--- config.mk ---
export PLATFORM = sky130hd
export DESIGN_NAME = ecc_1_enc_pipe_flat
export DESIGN_NICKNAME = d
export VERILOG_FILES = /design/src/rtl/ecc_1_enc_pipe_if.sv /design/src/rtl/ecc_1_enc_pipe.sv /design/src/flat_wrapper.sv
export SDC_FILE = /design/constraint.sdc
export NUM_CORES = 1
export LEC_CHECK = 0
export CORE_MARGIN = 3
export CORE_UTILIZATION = 50
export DETAILED_ROUTE_END_ITERATION = 10
export GPL_ROUTABILITY_DRIVEN = 0
export PLACE_DENSITY = 0.79
export SLEW_MARGIN = 20
export SYNTH_ARGS = -nofsm -noshare
export SYNTH_HDL_FRONTEND = slang
export SYNTH_SLANG_ARGS = --single-unit
--- constraint.sdc ---
create_clock -name clk -period 2.1 [get_ports clk]
set_input_delay 0.42 -clock clk [delete_from_list [all_inputs] [get_ports clk]]
set_output_delay 0.42 -clock clk [all_outputs]
set_load 0.01 [all_outputs]
--- src/rtl/ecc_1_enc_pipe_if.sv ---
// Stream interface for the ECC write-side encoder pipe: an upstream
// valid/ready word channel and a downstream {data,parity} channel.
interface ecc_1_enc_pipe_if #(
  parameter int DATA_WIDTH   = 1,
  parameter int PARITY_WIDTH = 3
);
  logic                    in_valid;
  logic                    in_ready;
  logic [DATA_WIDTH-1:0]   data_in;
  logic                    out_valid;
  logic                    out_ready;
  logic [DATA_WIDTH-1:0]   data_out;
  logic [PARITY_WIDTH-1:0] parity_out;

  // Producer/consumer side that drives the pipe.
  modport master (
    output in_valid, data_in, out_ready,
    input  in_ready, out_valid, data_out, parity_out
  );

  // The encoder pipe itself.
  modport slave (
    input  in_valid, data_in, out_ready,
    output in_ready, out_valid, data_out, parity_out
  );
endinterface

--- src/rtl/ecc_1_enc_pipe.sv ---
// ECC write-side encoder: computes the SECDED parity for each accepted word,
// stores {data,parity} in a 2-entry registered FIFO, and optionally corrupts
// one stored word via a one-shot injection FSM (IDLE/ARMED).
module ecc_1_enc_pipe #(
  parameter int DATA_WIDTH   = 1,
  parameter int PARITY_WIDTH = 3,
  parameter int CNT_WIDTH    = 16
) (
  input  logic                 clk,
  input  logic                 rst,
  ecc_1_enc_pipe_if.slave      bus,
  input  logic                 bypass,
  input  logic                 inj_req,
  input  logic [1:0]           inj_mode,
  output logic                 inj_armed,
  output logic                 inj_done,
  output logic [CNT_WIDTH-1:0] word_cnt
);

  typedef enum logic {ST_IDLE, ST_ARMED} state_t;

  localparam logic [1:0] MODE_SINGLE = 2'b01;
  localparam logic [1:0] MODE_DOUBLE = 2'b10;

  // Hamming bits over positions 1..2^(P-1)-1 plus an overall parity bit in
  // the MSB. For one data bit every parity bit equals that data bit.
  function automatic logic [PARITY_WIDTH-1:0] ecc_encode(input logic [DATA_WIDTH-1:0] d);
    logic [PARITY_WIDTH-1:0] p;
    logic [DATA_WIDTH-1:0]   sh;
    int                      k;
    p = '0;
    k = 0;
    for (int pos = 3; pos < (1 << (PARITY_WIDTH - 1)); pos++) begin
      if (((pos & (pos - 1)) != 0) && (k < DATA_WIDTH)) begin
        sh = d >> k;
        for (int j = 0; j < PARITY_WIDTH - 1; j++) begin
          if (((pos >> j) & 1) != 0) p[j] = p[j] ^ sh[0];
        end
        k++;
      end
    end
    p[PARITY_WIDTH-1] = (^d) ^ (^p[PARITY_WIDTH-2:0]);
    return p;
  endfunction

  logic [DATA_WIDTH-1:0]   r_data_mem [2];
  logic [PARITY_WIDTH-1:0] r_par_mem  [2];
  logic                    r_wr_ptr;
  logic                    r_rd_ptr;
  logic [1:0]              r_count;
  state_t                  r_state;
  logic [1:0]              r_mode;
  logic                    r_inj_done;
  logic [CNT_WIDTH-1:0]    r_word_cnt;

  logic                    w_push;
  logic                    w_pop;
  logic                    w_inject;
  logic [DATA_WIDTH-1:0]   w_data_wr;
  logic [PARITY_WIDTH-1:0] w_par_wr;

  // in_ready depends only on registered occupancy, never on out_ready.
  assign bus.in_ready   = (r_count != 2'd2);
  assign bus.out_valid  = (r_count != 2'd0);
  assign bus.data_out   = r_data_mem[r_rd_ptr];
  assign bus.parity_out = r_par_mem[r_rd_ptr];
  assign inj_armed      = (r_state == ST_ARMED);
  assign inj_done       = r_inj_done;
  assign word_cnt       = r_word_cnt;

  assign w_push   = bus.in_valid & bus.in_ready;
  assign w_pop    = bus.out_valid & bus.out_ready;
  assign w_inject = (r_state == ST_ARMED) & w_push & ~bypass;

  // Encode the incoming word and apply the latched corruption if injecting.
  always_comb begin
    // NOTE: every always_comb output gets a default first so no path leaves it unassigned (no latch).
    w_data_wr = bus.data_in;
    w_par_wr  = ecc_encode(bus.data_in);
    if (w_inject) begin
      if (r_mode == MODE_SINGLE)      w_data_wr[0]  = ~w_data_wr[0];
      else if (r_mode == MODE_DOUBLE) w_par_wr[1:0] = ~w_par_wr[1:0];
    end
  end

  // 2-entry FIFO: storage, pointers and occupancy.
  always_ff @(posedge clk) begin
    if (rst) begin
      // NOTE: the storage is reset because data_out/parity_out must read 0 after reset; it is only two entries.
      for (int i = 0; i < 2; i++) begin
        r_data_mem[i] <= '0;
        r_par_mem[i]  <= '0;
      end
      r_wr_ptr <= 1'b0;
      r_rd_ptr <= 1'b0;
      r_count  <= 2'd0;
    end else begin
      // NOTE: sequential state uses non-blocking assignments so every register samples pre-edge values.
      if (w_push) begin
        r_data_mem[r_wr_ptr] <= w_data_wr;
        r_par_mem[r_wr_ptr]  <= w_par_wr;
        r_wr_ptr             <= ~r_wr_ptr;
      end
      if (w_pop) r_rd_ptr <= ~r_rd_ptr;
      case ({w_push, w_pop})
        2'b10:   r_count <= r_count + 2'd1;
        2'b01:   r_count <= r_count - 2'd1;
        default: r_count <= r_count;
      endcase
    end
  end

  // Injection FSM with registered armed state and one-cycle done pulse.
  always_ff @(posedge clk) begin
    if (rst) begin
      r_state    <= ST_IDLE;
      r_mode     <= 2'b00;
      r_inj_done <= 1'b0;
    end else begin
      r_inj_done <= 1'b0;
      case (r_state)
        ST_IDLE: begin
          if (inj_req && !bypass && (inj_mode == MODE_SINGLE || inj_mode == MODE_DOUBLE)) begin
            r_state <= ST_ARMED;
            r_mode  <= inj_mode;
          end
        end
        ST_ARMED: begin
          if (bypass) begin
            r_state <= ST_IDLE;
          end else if (w_push) begin
            r_state    <= ST_IDLE;
            r_inj_done <= 1'b1;
          end
        end
        default: r_state <= ST_IDLE;
      endcase
    end
  end

  // Saturating count of accepted words.
  always_ff @(posedge clk) begin
    if (rst)                           r_word_cnt <= '0;
    else if (w_push && r_word_cnt != '1) r_word_cnt <= r_word_cnt + CNT_WIDTH'(1);
  end

endmodule

--- src/flat_wrapper.sv ---
// flat-port wrapper written by rule: the top's interface ports become plain ports
module ecc_1_enc_pipe_flat 
#(
  parameter int DATA_WIDTH   = 1,
  parameter int PARITY_WIDTH = 3,
  parameter int CNT_WIDTH    = 16
)
  (clk, rst, bypass, inj_req, inj_mode, inj_armed, inj_done, word_cnt, bus_in_valid, bus_data_in, bus_out_ready, bus_in_ready, bus_out_valid, bus_data_out, bus_parity_out);
  ecc_1_enc_pipe_if #(.DATA_WIDTH(DATA_WIDTH), .PARITY_WIDTH(PARITY_WIDTH)) bus_i ();
  input  logic clk;
  input  logic rst;
  input  logic bypass;
  input  logic inj_req;
  input  logic [1:0] inj_mode;
  output logic inj_armed;
  output logic inj_done;
  output logic [CNT_WIDTH-1:0] word_cnt;
  input wire logic [$bits(bus_i.in_valid)-1:0] bus_in_valid;
  input wire logic [$bits(bus_i.data_in)-1:0] bus_data_in;
  input wire logic [$bits(bus_i.out_ready)-1:0] bus_out_ready;
  output wire logic [$bits(bus_i.in_ready)-1:0] bus_in_ready;
  output wire logic [$bits(bus_i.out_valid)-1:0] bus_out_valid;
  output wire logic [$bits(bus_i.data_out)-1:0] bus_data_out;
  output wire logic [$bits(bus_i.parity_out)-1:0] bus_parity_out;
  assign bus_i.in_valid = bus_in_valid;
  assign bus_i.data_in = bus_data_in;
  assign bus_i.out_ready = bus_out_ready;
  assign bus_in_ready = bus_i.in_ready;
  assign bus_out_valid = bus_i.out_valid;
  assign bus_data_out = bus_i.data_out;
  assign bus_parity_out = bus_i.parity_out;
  ecc_1_enc_pipe #(.DATA_WIDTH(DATA_WIDTH), .PARITY_WIDTH(PARITY_WIDTH), .CNT_WIDTH(CNT_WIDTH)) u_core (.clk(clk), .rst(rst), .bus(bus_i), .bypass(bypass), .inj_req(inj_req), .inj_mode(inj_mode), .inj_armed(inj_armed), .inj_done(inj_done), .word_cnt(word_cnt));
endmodule
==> flow_summary.toml, run 1 <==
[cts]
cts_buffers = 5
cts_root_buf = "clkbuf_4"
holdBufCountCts = 0
cts.sinks = 31
clk_pin_slew_ns = 0.09
htreeDepth = 2
clockBufferDepth = 2
cts_resized = 0
cts_setup_buffers = 0
clk_latency_ns = 0.32
cts_tree = "built"

[placed_design]
io_buffers = 32
post-place-cells = 228
placed_area_um2 = 1890
dp_hpwl_um = 2600

[layout]
diodes = 0
design_area_um2 = 1940
final_common_cell = "clkdlybuf4s50_1"
layoutNonFillerInstCount = 236
final_cell_mix = "clkdlybuf4s50_1 (32), dfxtp_1 (25), nor2_1 (15)"
fin_nets = 215
area_growth_pct = 26.8
multiInputGateArea_um2 = 792
regArea_um2 = 681
nFillCells = 233
layout-drive-gt1-share = 0.0976

[global_route]
grt_pass1_wl_um = 5910
gr-total-overflow = 0
grt_use_total = 0.212
grt_pass1_vias = 1371
grt_max_degree = 27
antenna_found_initial = 0

[sta]
period_share = 0.945
drv_slew = 0
rsz0062_at_grt = "no"
fin_skew_ns = 0.0122
slew_headroom = 0.710
fmax_ghz = 0.504
final.min_clock_period_ns = 1.98
tightest_slew_ns = 0.430
fin_tns_setup_ns = 0
setup_viol = 0
finalHoldViolCount = 0

[job]
maxCapViolations = 0

[routing]
wl_per_cell_um = 14.7
drt_iter0_drc = 69
avgViaCountPerCell = 5.93
wl_um = 3480
drc = 0
first_pass_iters = 4
final_antenna_net_count = 0
vias = 1399

[critical_path]
crit_required_ns = 1.68
worst-endpoint-arrival_ns = 1.56
startpoint_type = "flop"
endpoint_kind = "output port"
path_class = "flop to output port"
critical_path.max_fanout = 5

[logic_synthesis]
postSynthCellCount = 168
synth_nets = 179
syn_avg_cell_area_um2 = 9.09
ys_seq_area_frac = 0.446
synth_area_leaders = "dfxtp_1 (33%), edfxtp_1 (12%), nor2_1 (3.7%)"
ys_seq_elements = 31
synth_area_um2 = 1530
ys_warn_count = 0
yosysTopAreaCell = "dfxtp_1"
yosysTopAreaCellShare = 0.328
synth_cell_type_count = 45

[power_and_ir_drop]
peakVddDrop_mv = 0.363
p_leak_nw = 0.671
p_per_area_nw_per_um2 = 776

[min_path]
hp-class = "flop to flop"

[die]
io_pins = 33
rows = 19
design.core.area_um2 = 2830
die_y_um = 61.3
start_util = 0.540
die_w_um = 61.3
die_area_um2 = 3750

[status]
status = "finished, final reports clean"
[critical path, stage by stage, from the launching register on]
cell	delay, ns
dfxtp_1	0.41
nand2b_1	0.25
clkdlybuf4s50_1	0.59
[per-stage QoR]
| step | hold WS [ns] | power, mW | setup WS, ns | util |
|---|---|---|---|---|
| 6_report | 0.494 | 1.50 | 0.116 | 0.685 |
| 5_1_grt | 0.522 | 1.59 | 0.0502 | 0.685 |
| 4_1_cts | 0.495 | 1.51 | 0.115 | 0.685 |
| 3_5_place_dp | 0.485 | 1.19 | 0.0716 | 0.667 |
| 3_3_place_gp | 0.469 | 1.17 | 0.160 | 0.667 |
| 2_1_floorplan | 0.455 | 1.01 | 0.232 | - |
[layer usage]
metal,routed length [um],vias to the layer above,GRT usage
met2,1680,41,0.346
met3,184,4,0.0503
li1,-,706,-
met1,1580,648,0.264
met5,0,-,0
met4,35,0,0.0991
[logic make-up (layout without fill, tap and decap cells)]
logic type / after synthesis / count (layout) / synth area share
AOI/OAI and AO/OA: 37 / 37 / 0.155
xor gates and xnor gates: 7 / 7 / 0.0401
adders and majority gates: 2 / 2 / 0.0164
buffers and inverters: 12 / 49 / 0.0360
DFF: 31 / 31 / 0.446
muxes: 4 / 4 / 0.0287
and+or+nand+nor: 75 / 75 / 0.278
[synth_stat cells, drive strengths merged]
| cell | instances |
|---|---|
| nor2 | 15 |
| o31a | 1 |
| nor3b | 2 |
| and4 | 1 |
| o31ai | 5 |
| o211a | 1 |
| nand3 | 7 |
| nand2b | 1 |
| o311ai | 1 |
| or3b | 1 |
| a211oi | 3 |
| a31oi | 2 |
| clkbuf | 5 |
| ha | 2 |
| edfxtp | 6 |
| xor2 | 3 |
| or2 | 2 |
| o21ai | 8 |
| nor4 | 6 |
| or4 | 6 |
| inv | 3 |
| and2 | 1 |
| dfxtp | 25 |
| nand2 | 11 |
| buf | 4 |
| nor2b | 3 |
| o21a | 1 |
| a21oi | 11 |
| a311oi | 1 |
| and3 | 3 |
| nor3 | 6 |
| nand4 | 7 |
| mux2 | 3 |
| mux2i | 1 |
| a22oi | 1 |
| xnor2 | 4 |
| o41ai | 1 |
| or3 | 3 |
| a41oi | 1 |
[power breakdown]
group          internal [mW]  switching [mW]
sequential             0.678          0.0578
clock                  0.133           0.188
combinational          0.241           0.204
[cell type report]
type,count,area share
multi-input combinational,125,0.409
timing repair buffer,38,0.189
tap,31,0.0200
clock buffer,8,0.0252
sequential,31,0.351
inverter,3,0.00581
[flip-flops by register name (all words and copies together), names as in the netlist, named ones only]
signal,cells
u_core.word_cnt,16
u_core.r_data_mem,2
u_core.inj_armed,1
u_core.r_mode,2
u_core.r_rd_ptr,1
u_core.inj_done,1
u_core.r_wr_ptr,1
u_core.r_count,2
u_core.r_par_mem,4
[final timing paths]
kind | from | endpoint | slack (ns) | cells past startpoint
worst max-delay path | u_core.r_count[0] | bus_in_ready | 0.12 | 2
worst min-delay path | u_core.r_mode[0] | u_core.r_mode[0] | 0.49 | 2
worst max register to register | u_core.word_cnt[0] | u_core.word_cnt[10] | 0.30 | 5
worst min register to register | u_core.r_mode[0] | u_core.r_mode[0] | 0.49 | 2
(Power assumes the default switching activity.)
==> run 2: changes to the inputs <==
--- a/config.mk
+++ b/config.mk
@@ -5,6 +5,7 @@
 export SDC_FILE = /design/constraint.sdc
 export NUM_CORES = 1
 export LEC_CHECK = 0
+export CAP_MARGIN = 15
 export CORE_MARGIN = 3
 export CORE_UTILIZATION = 50
 export DETAILED_ROUTE_END_ITERATION = 10
==> results of run 2 <==
No change in the layout: final DEF, timing and power equal those of run 1.
==> run 3: changes to the inputs <==
--- a/config.mk
+++ b/config.mk
@@ -10,6 +10,7 @@
 export CORE_UTILIZATION = 50
 export DETAILED_ROUTE_END_ITERATION = 10
 export GPL_ROUTABILITY_DRIVEN = 0
+export MAX_ROUTING_LAYER = met4
 export PLACE_DENSITY = 0.79
 export SLEW_MARGIN = 20
 export SYNTH_ARGS = -nofsm -noshare
==> run 3 against run 2 <==
Sequential share of layout area is the same; sequential power about the same; via count is 0.21% lower; clock skew hardly changed; clock power about the same; utilization did not move; non-clock buffer count did not move; count of clock-buffer cells in the layout is the same; register-to-register slack about the same; combinational power barely moved; cell area is the same.
==> flow_summary.toml, run 3 (synthesis results as in run 1) <==
[die]
design.core.area_um2 = 2830
start_util = 0.540
die_w_um = 61.3
io_pins = 33
die_area_um2 = 3750
die_y_um = 61.3
rows = 19

[critical_path]
startpoint_type = "flop"
r2r-end = "u_core.word_cnt[10]"
endpoint_kind = "output port"
ff2ff_setup_slack_ns = 0.29
critical_path.max_fanout = 5
worst-endpoint-arrival_ns = 1.57
path_class = "flop to output port"
timing.rr.start = "u_core.word_cnt[0]"
critPathMaxStageDelay_ns = 0.59
reg2regPathDepth = 5
crit_required_ns = 1.68
slowest_stage = "clkdlybuf4s50_1"
crit_chain = "nand2b_1, clkdlybuf4s50_1"

[cts]
cts.sinks = 31
clockBufferDepth = 2
cts_buffers = 5
cts_root_buf = "clkbuf_4"
clk_pin_slew_ns = 0.09
cts_resized = 0
clk_latency_ns = 0.32
htreeDepth = 2
holdBufCountCts = 0
cts_tree = "built"
cts_setup_buffers = 0

[layout]
final_common_cell = "clkdlybuf4s50_1"
area_growth_pct = 26.8
nFillCells = 233
design_area_um2 = 1940
diodes = 0
fin_nets = 215
final_cell_mix = "clkdlybuf4s50_1 (32), dfxtp_1 (25), nor2_1 (15)"
largest_register_ffs = 16
layout-drive-gt1-share = 0.0976

[global_route]
grt_use_total = 0.219
grt_pass1_vias = 1371
gr-total-overflow = 0
grt_max_degree = 27
antenna_found_initial = 0
grt_pass1_wl_um = 5920

[routing]
first_pass_iters = 4
wl_um = 3480
vias = 1396
wl_per_cell_um = 14.8
avgViaCountPerCell = 5.92
final_antenna_net_count = 0
drc = 0
drt_iter0_drc = 66

[placed_design]
dp_hpwl_um = 2600
placed_area_um2 = 1890
io_buffers = 32

[sta]
finalHoldViolCount = 0
period_share = 0.946
setup_viol = 0
fmax_ghz = 0.503
fin_tns_setup_ns = 0
fin_skew_ns = 0.0120
tightest_slew_ns = 0.435
drv_slew = 0
slew_headroom = 0.707
final.min_clock_period_ns = 1.99
rsz0062_at_grt = "no"

[min_path]
hp-class = "flop to flop"
min_path_cells = 2
timing.hold.worst.start = "u_core.r_mode[0]"
hold_end = "u_core.r_mode[0]"

[job]
maxCapViolations = 0

[power_and_ir_drop]
peakVddDrop_mv = 0.364
p_leak_nw = 0.671
p_per_area_nw_per_um2 = 776

[status]
status = "finished, final reports clean"
[run 3: cell counts in the layout (fill, tap and decap cells not counted)]
No cell type changed its count.
[run 3: through the flow]
| step | cells | total power [mW] | utilization | hold WS, ns | setup slack (ns) |
|---|---|---|---|---|---|
| after floorplan | 168 | 1.01 | - | 0.455 | 0.232 |
| after detailed placement | 228 | 1.19 | 0.667 | 0.485 | 0.0716 |
| final | 236 | 1.50 | 0.685 | 0.494 | 0.113 |
| after global routing | 236 | 1.59 | 0.685 | 0.522 | 0.0502 |
| after CTS | 236 | 1.51 | 0.685 | 0.495 | 0.115 |
| after global placement | 228 | 1.17 | 0.667 | 0.469 | 0.160 |
[run 3: critical path: cells and delay by family (launching register included)]
family	cells	cell delay, ns
buf+inv	1	0.59
flops	1	0.41
simple gates	1	0.25
[run 3: routing by layer]
layer	GRT usage	vias to the layer above	wire, um
met3	0.0482	6	191
met1	0.265	642	1570
met5	-	-	0
met4	0.0991	0	38
li1	-	707	-
met2	0.346	41	1680
[run 3: cell type report]
| type | count | area [um^2] | area share |
|---|---|---|---|
| repair buffers | 38 | 365 | 0.189 |
| flip-flops and latches | 31 | 681 | 0.351 |
| inverters | 3 | 11.3 | 0.00581 |
| clock buffers | 8 | 48.8 | 0.0252 |
| well taps | 31 | 38.8 | 0.0200 |
| multi-input cells | 125 | 792 | 0.409 |
[run 3: power by group]
part / internal, mW / switching [mW]
clock: 0.133 / 0.190
sequential: 0.678 / 0.0577
combinational: 0.241 / 0.203
[run 3: worst max path at each step]
stage | startpoint | depth (start not counted) | slack, ns | endpoint
5_1_grt | u_core.r_count[0] | 2 | 0.05 | bus_in_ready
4_1_cts | u_core.r_count[0] | 2 | 0.11 | bus_in_ready
2_1_floorplan | bus_in_valid | 6 | 0.23 | u_core.r_count[1]
3_3_place_gp | bus_in_valid | 5 | 0.16 | u_core.word_cnt[3]
6_report | u_core.r_count[0] | 2 | 0.11 | bus_in_ready
3_5_place_dp | bus_in_valid | 5 | 0.07 | u_core.word_cnt[3]
